## config.mk

```make
export PLATFORM = sky130hd
export DESIGN_NAME = machine_sequencer_flat
export DESIGN_NICKNAME = d
export VERILOG_FILES = /design/src/rtl/machine_sequencer_if.sv /design/src/rtl/machine_sequencer.sv /design/src/flat_wrapper.sv
export SDC_FILE = /design/constraint.sdc
export NUM_CORES = 1
export LEC_CHECK = 0
export ABC_AREA = 1
export BUFFER_PORTS_ARGS = -buffer_cell sky130_fd_sc_hd__buf_2
export CAP_MARGIN = 25
export CORE_MARGIN = 5
export CORE_UTILIZATION = 51
export CTS_CLUSTER_DIAMETER = 60
export DETAILED_ROUTE_END_ITERATION = 8
export MAX_ROUTING_LAYER = met4
export PLACE_DENSITY = 0.78
export SLEW_MARGIN = 20
export SYNTH_ARGS = -nofsm -noshare
export SYNTH_HDL_FRONTEND = slang
export SYNTH_SLANG_ARGS = --single-unit
```

## constraint.sdc

```tcl
create_clock -name clk -period 1.7 [get_ports clk]
set_input_delay 0.34 -clock clk [delete_from_list [all_inputs] [get_ports clk]]
set_output_delay 0.34 -clock clk [all_outputs]
set_load 0.02 [all_outputs]
```

## src/rtl/machine_sequencer_if.sv

```systemverilog
// Step sequencer bundle: run control, pattern setup,
// machine strobe/return and capture status.
interface machine_sequencer_if #(
  parameter int DIV_W = 16
);
  logic             start;
  logic             abort;
  logic             mode;
  logic             step_btn;
  logic [7:0]       pattern;
  logic [3:0]       len;
  logic [DIV_W-1:0] div;
  logic             m_out;
  logic             pulse;
  logic             seq_in;
  logic [7:0]       result;
  logic [3:0]       step_cnt;
  logic             busy;
  logic             done;

  modport master (
    output start, abort, mode, step_btn,
    output pattern, len, div, m_out,
    input  pulse, seq_in, result,
    input  step_cnt, busy, done
  );

  modport slave (
    input  start, abort, mode, step_btn,
    input  pattern, len, div, m_out,
    output pulse, seq_in, result,
    output step_cnt, busy, done
  );
endinterface

```

## src/rtl/machine_sequencer.sv

```systemverilog
// Steps an external machine through a bit pattern
// and shifts its registered output into result.
module machine_sequencer #(
  parameter int DIV_W = 16
) (
  input logic                clk,
  input logic                reset,
  machine_sequencer_if.slave bus
);

  typedef enum logic [1:0] {
    IDLE,
    RUN,
    DRAIN
  } state_t;

  state_t           state;
  state_t           state_nx;
  logic [7:0]       shreg;
  logic [3:0]       len_q;
  logic [3:0]       issued;
  logic [DIV_W-1:0] div_q;
  logic [DIV_W-1:0] presc;
  logic             btn_q;
  logic             cap;
  logic             done_q;
  logic [7:0]       res_q;
  logic [3:0]       cnt_q;
  logic [3:0]       len_c;
  logic             tick;
  logic             edge_p;
  logic             capt;
  logic             go;
  logic             fin;
  logic             pulse_c;
  logic             busy_c;

  assign len_c  = (bus.len > 4'd8) ? 4'd8 : bus.len;
  assign tick   = (presc == div_q);
  assign edge_p = bus.step_btn & ~btn_q;
  assign capt   = cap & ~bus.abort & (state != IDLE);

  // State register
  always_ff @(posedge clk or negedge reset) begin
    if (!reset) state <= IDLE;
    else        state <= state_nx;
  end

  // Next state, step strobe and busy decode
  always_comb begin
    state_nx = state;
    pulse_c  = 1'b0;
    busy_c   = 1'b0;
    go       = 1'b0;
    fin      = 1'b0;
    unique case (state)
      IDLE: begin
        if (bus.start) begin
          go       = 1'b1;
          state_nx = (len_c == 4'd0) ? IDLE : RUN;
        end
      end
      RUN: begin
        busy_c = 1'b1;
        if (bus.abort) begin
          state_nx = IDLE;
        end else begin
          pulse_c = (issued != len_q) &&
                    (bus.mode ? edge_p : tick);
          if (pulse_c && (issued + 4'd1 == len_q))
            state_nx = DRAIN;
        end
      end
      DRAIN: begin
        busy_c = 1'b1;
        if (bus.abort) begin
          state_nx = IDLE;
        end else if (cap) begin
          state_nx = IDLE;
          fin      = 1'b1;
        end
      end
      default: state_nx = IDLE;
    endcase
  end

  // Pattern shift, prescaler, edge detect and capture
  always_ff @(posedge clk or negedge reset) begin
    if (!reset) begin
      shreg  <= '0;
      len_q  <= '0;
      issued <= '0;
      div_q  <= '0;
      presc  <= '0;
      btn_q  <= 1'b0;
      cap    <= 1'b0;
      done_q <= 1'b0;
      res_q  <= '0;
      cnt_q  <= '0;
    end else begin
      btn_q <= go ? 1'b0 : bus.step_btn;
      cap   <= pulse_c;
      if (go) begin
        shreg  <= bus.pattern;
        len_q  <= len_c;
        div_q  <= bus.div;
        issued <= '0;
        presc  <= '0;
        res_q  <= '0;
        cnt_q  <= '0;
        done_q <= (len_c == 4'd0);
      end else begin
        if (pulse_c) begin
          shreg  <= shreg >> 1;
          issued <= issued + 4'd1;
        end
        if (state == RUN && !bus.mode && !bus.abort)
          presc <= tick ? '0 : presc + DIV_W'(1);
        else
          presc <= '0;
        if (capt) begin
          res_q <= {res_q[6:0], bus.m_out};
          cnt_q <= cnt_q + 4'd1;
        end
        if (fin) done_q <= 1'b1;
      end
    end
  end

  assign bus.pulse    = pulse_c;
  assign bus.seq_in   = shreg[0];
  assign bus.result   = res_q;
  assign bus.step_cnt = cnt_q;
  assign bus.busy     = busy_c;
  assign bus.done     = done_q;

endmodule

```

## src/flat_wrapper.sv

```systemverilog
// flat-port wrapper written by rule: the top's interface ports become plain ports
module machine_sequencer_flat 
#(
  parameter int DIV_W = 16
)
  (clk, reset, bus_start, bus_abort, bus_mode, bus_step_btn, bus_pattern, bus_len, bus_div, bus_m_out, bus_pulse, bus_seq_in, bus_result, bus_step_cnt, bus_busy, bus_done);
  machine_sequencer_if #(.DIV_W(DIV_W)) bus_i ();
  input logic clk;
  input logic reset;
  input wire logic [$bits(bus_i.start)-1:0] bus_start;
  input wire logic [$bits(bus_i.abort)-1:0] bus_abort;
  input wire logic [$bits(bus_i.mode)-1:0] bus_mode;
  input wire logic [$bits(bus_i.step_btn)-1:0] bus_step_btn;
  input wire logic [$bits(bus_i.pattern)-1:0] bus_pattern;
  input wire logic [$bits(bus_i.len)-1:0] bus_len;
  input wire logic [$bits(bus_i.div)-1:0] bus_div;
  input wire logic [$bits(bus_i.m_out)-1:0] bus_m_out;
  output wire logic [$bits(bus_i.pulse)-1:0] bus_pulse;
  output wire logic [$bits(bus_i.seq_in)-1:0] bus_seq_in;
  output wire logic [$bits(bus_i.result)-1:0] bus_result;
  output wire logic [$bits(bus_i.step_cnt)-1:0] bus_step_cnt;
  output wire logic [$bits(bus_i.busy)-1:0] bus_busy;
  output wire logic [$bits(bus_i.done)-1:0] bus_done;
  assign bus_i.start = bus_start;
  assign bus_i.abort = bus_abort;
  assign bus_i.mode = bus_mode;
  assign bus_i.step_btn = bus_step_btn;
  assign bus_i.pattern = bus_pattern;
  assign bus_i.len = bus_len;
  assign bus_i.div = bus_div;
  assign bus_i.m_out = bus_m_out;
  assign bus_pulse = bus_i.pulse;
  assign bus_seq_in = bus_i.seq_in;
  assign bus_result = bus_i.result;
  assign bus_step_cnt = bus_i.step_cnt;
  assign bus_busy = bus_i.busy;
  assign bus_done = bus_i.done;
  machine_sequencer #(.DIV_W(DIV_W)) u_core (.clk(clk), .reset(reset), .bus(bus_i));
endmodule
```

==> flow_metrics.env <==
export IMPL_area_growth_pct=29.5
export IMPL_cts_tree="done"
export IMPL_cp_slowest_cell="dfrtp_1"
export IMPL_slowest_delay_ps=390
export IMPL_htreeDepth=3
export IMPL_final_cells=586
export IMPL_r2r_end="u_core.issued[1]"
export IMPL_setup_violations=14
export IMPL_synth_seq_cells=65
export IMPL_fin_crit_sh=1.18
export IMPL_crit_required_ps=1360
export IMPL_p_per_area_nw_per_um2=1330
export IMPL_p_clk_frac=0.224
export IMPL_cts_sinks=65
export IMPL_crit_fanout=4
export IMPL_use_met3=0.0567
export IMPL_cts_buffers=9
export IMPL_rows=29
export IMPL_combPwrFrac=0.385
export IMPL_grt_start_max_net_pins=66
export IMPL_synthSimpleGateAreaFrac=0.265
export IMPL_ys_top_cells_by_count="nand2_1, dfrtp_1, inv_1"
export IMPL_overflow=0
export IMPL_final_hold_violation_count=18
export IMPL_timing_reg2reg_setup_slack_ps=-150
export IMPL_core_area_um2=6310
export IMPL_start_util=0.521
export IMPL_grt_use_total=0.191
export IMPL_synth_top_family_by_area="simple AND/OR/NAND/NOR gates"
export IMPL_end_kind="output port"
export IMPL_drt_iter0_drc=94
export IMPL_ant_nets=0
export IMPL_die_area_um2=8160
export IMPL_diodes=0
export IMPL_syn_area_per_cell_um2=7.99
export IMPL_reg2reg_from="u_core.issued[0]"
export IMPL_violations="hold timing, setup timing"
export IMPL_peakVddDrop_mv=0.957
export IMPL_synth_xor_xnor_area_share=0.0452
export IMPL_dp_cells=554
export IMPL_critPathTopFamily="flip-flops"
export IMPL_path_clk_slew_ps=70
export IMPL_power_internal_mw=3.57
export IMPL_crit_arrival_ps=1670
export IMPL_dpl_cell_area_um2=3810
export IMPL_final_cell_area_um2=4260
export IMPL_clkLatencyLatePin_ps=350
export IMPL_finalWirelength_mm=7.31
export IMPL_p_leak_nw=2.16
export IMPL_gp_congestion=0.838
export IMPL_vias=2893
export IMPL_synthMuxAreaShare=0
export IMPL_syn_inst=412
export IMPL_synth_most_common_cell="nand2_1"
export IMPL_clock_skew_ps=6.84
export IMPL_reg2reg_depth=10
export IMPL_die_y_um=90.3
export IMPL_hold_slack_ps=-25.3
export IMPL_use_met2=0.324
export IMPL_yosysSeqAreaShare=0.494
export IMPL_grt_pass1_vias=2993
export IMPL_synth_warnings=0
export IMPL_rsz0062_at_grt="true"
export IMPL_hp_class="primary input to asynchronous set/reset pin"
export IMPL_swShare=0.369
export IMPL_synth_fa_ha_area_frac=0.0228
export IMPL_setup_ws_ps=-309
export IMPL_period_needed_ps=2010
export IMPL_root_buffer="clkbuf_8"
export IMPL_synth_compound_area_share=0.0859
export IMPL_synth_top_cell_by_area="dfrtp_1"
export IMPL_worstMarginPinSlew_ps=554
export IMPL_drtPass1Iterations=4
export IMPL_finalNetCount=545
export IMPL_synth_top_area_frac=0.494
export IMPL_grt_pass1_wl_mm=12.7
export IMPL_cap_violations=0
export IMPL_post_route_util=0.675
export IMPL_ys_flop_type="dfrtp_1"
export IMPL_die_w_um=90.3
export IMPL_clockBufferDepth=2
export IMPL_drc_errors=0
export IMPL_slew_violations=0
export IMPL_wl_per_cell_um=12.5
export IMPL_antenna_found_initial=0
export IMPL_p_sw_mw=2.09
export IMPL_synth_nets=453
export IMPL_path_class="register to output port"
export IMPL_synth_area_top_cells="dfrtp_1, nand2_1, inv_1, nor2_1, o21ai_0"
export IMPL_synth_edf_count=0
export IMPL_drive_above_1_share=0.301
export IMPL_syn_area_um2=3290
export IMPL_max_freq_mhz=498
export IMPL_relSlewSlack=0.627
export IMPL_status="finished, violations left"
export IMPL_use_met1=0.216
export IMPL_path_cells="buf_4 -> xnor2_2 -> a31oi_2 -> nand3_4 -> inv_4 -> buf_6"
export IMPL_async_reset_ff_frac=1.00
export IMPL_top_usage_layer="met2"
export IMPL_worst_path_buf_inv=3
export IMPL_power_frac_seq=0.391
export IMPL_ys_types=33
export IMPL_io_buffers=50
export IMPL_startpoint_type="register"
export IMPL_p_total_mw=5.66
export IMPL_dp_hpwl_mm=4.94
export IMPL_vias_per_cell=4.94
export IMPL_io_pins=51
## flip-flops by register name (all words and copies together), names as in the netlist
name                 cells
u_core.len_q             4
u_core.state             2
u_core.cap               1
u_core.presc            16
u_core.btn_q             1
u_core.bus.step_cnt      4
u_core.div_q            16
u_core.bus.result        8
u_core.shreg             8
u_core.issued            4
u_core.bus.done          1
## timing repair
item,4_1_cts,5_1_grt
setup buffers,11,5
setup endpoints to repair,5,19
pin swaps,10,14
gates resized for setup,8,31
hold buffers,0,0
cloned,0,1
## placed cells by master (no fill, tap or decap), drive strengths merged
cell type,netlist,layout
a21oi,6,6
a22o,3,3
a31oi,2,2
and3,1,1
buf,4,88
clkbuf,4,15
clkinv,1,3
dfrtp,65,65
ha,6,6
inv,63,63
nand2,128,128
nand3,17,17
nand4,3,3
nor2,43,43
nor3,8,8
nor3b,1,1
nor4,1,1
o21ai,31,31
o22ai,6,6
or2,2,2
xnor2,5,5
xor2,12,12
## how the worst max path moves through the flow
| stage | startpoint | endpoint | slack, ps | depth (start not counted) |
|---|---|---|---|---|
| after floorplan | u_core.issued[0] | u_core.state[0] | 10 | 10 |
| after global placement | u_core.presc[6] | bus_pulse | 20 | 11 |
| after detailed placement | u_core.issued[0] | u_core.state[1] | -20 | 10 |
| after CTS | u_core.presc[9] | bus_pulse | -270 | 11 |
| after global routing | u_core.presc[4] | bus_pulse | -410 | 11 |
| final | u_core.issued[0] | bus_pulse | -310 | 6 |
## cell families (layout without fill, tap and decap cells)
group                      after synthesis  count (layout)
adders and majority gates                6               6
buffers and inverters                   72             169
xor gates and xnor gates                17              17
AOI/OAI and AO/OA                       48              48
and+or+nand+nor                        204             204
DFF                                     65              65
## power by group through the flow
| stage | combinational (mW) | sequential (mW) | clock (mW) |
|---|---|---|---|
| finish | 2.18 | 2.21 | 1.27 |
| global route | 2.46 | 2.26 | 1.38 |
| CTS | 1.99 | 2.20 | 1.30 |
| detailed placement | 1.91 | 2.22 | 0 |
| global placement | 1.84 | 2.20 | 0 |
| floorplan | 1.31 | 2.20 | 0 |
## routing by layer
layer  wire, um  share of wire
met1       3090           0.42
met2       3740           0.51
met3        317          0.043
met4        159          0.022
met5          0              0
## area by class of cell
cell class	count	area (um2)
clock buffer	14	183
clock inverter	2	10.0
fill	533	2050
inverter	64	243
multi-input combinational	275	1480
sequential	65	1630
tap	77	96.3
timing repair buffer	89	628
## stage by stage
step / setup slack (ps) / setup TNS [ps]
2_1_floorplan: 10.1 / 0
3_3_place_gp: 15.9 / 0
3_5_place_dp: -19.4 / -39.5
4_1_cts: -272 / -272
5_1_grt: -414 / -3340
6_report: -309 / -1530
No activity file was read; power rests on OpenSTA's default activity.
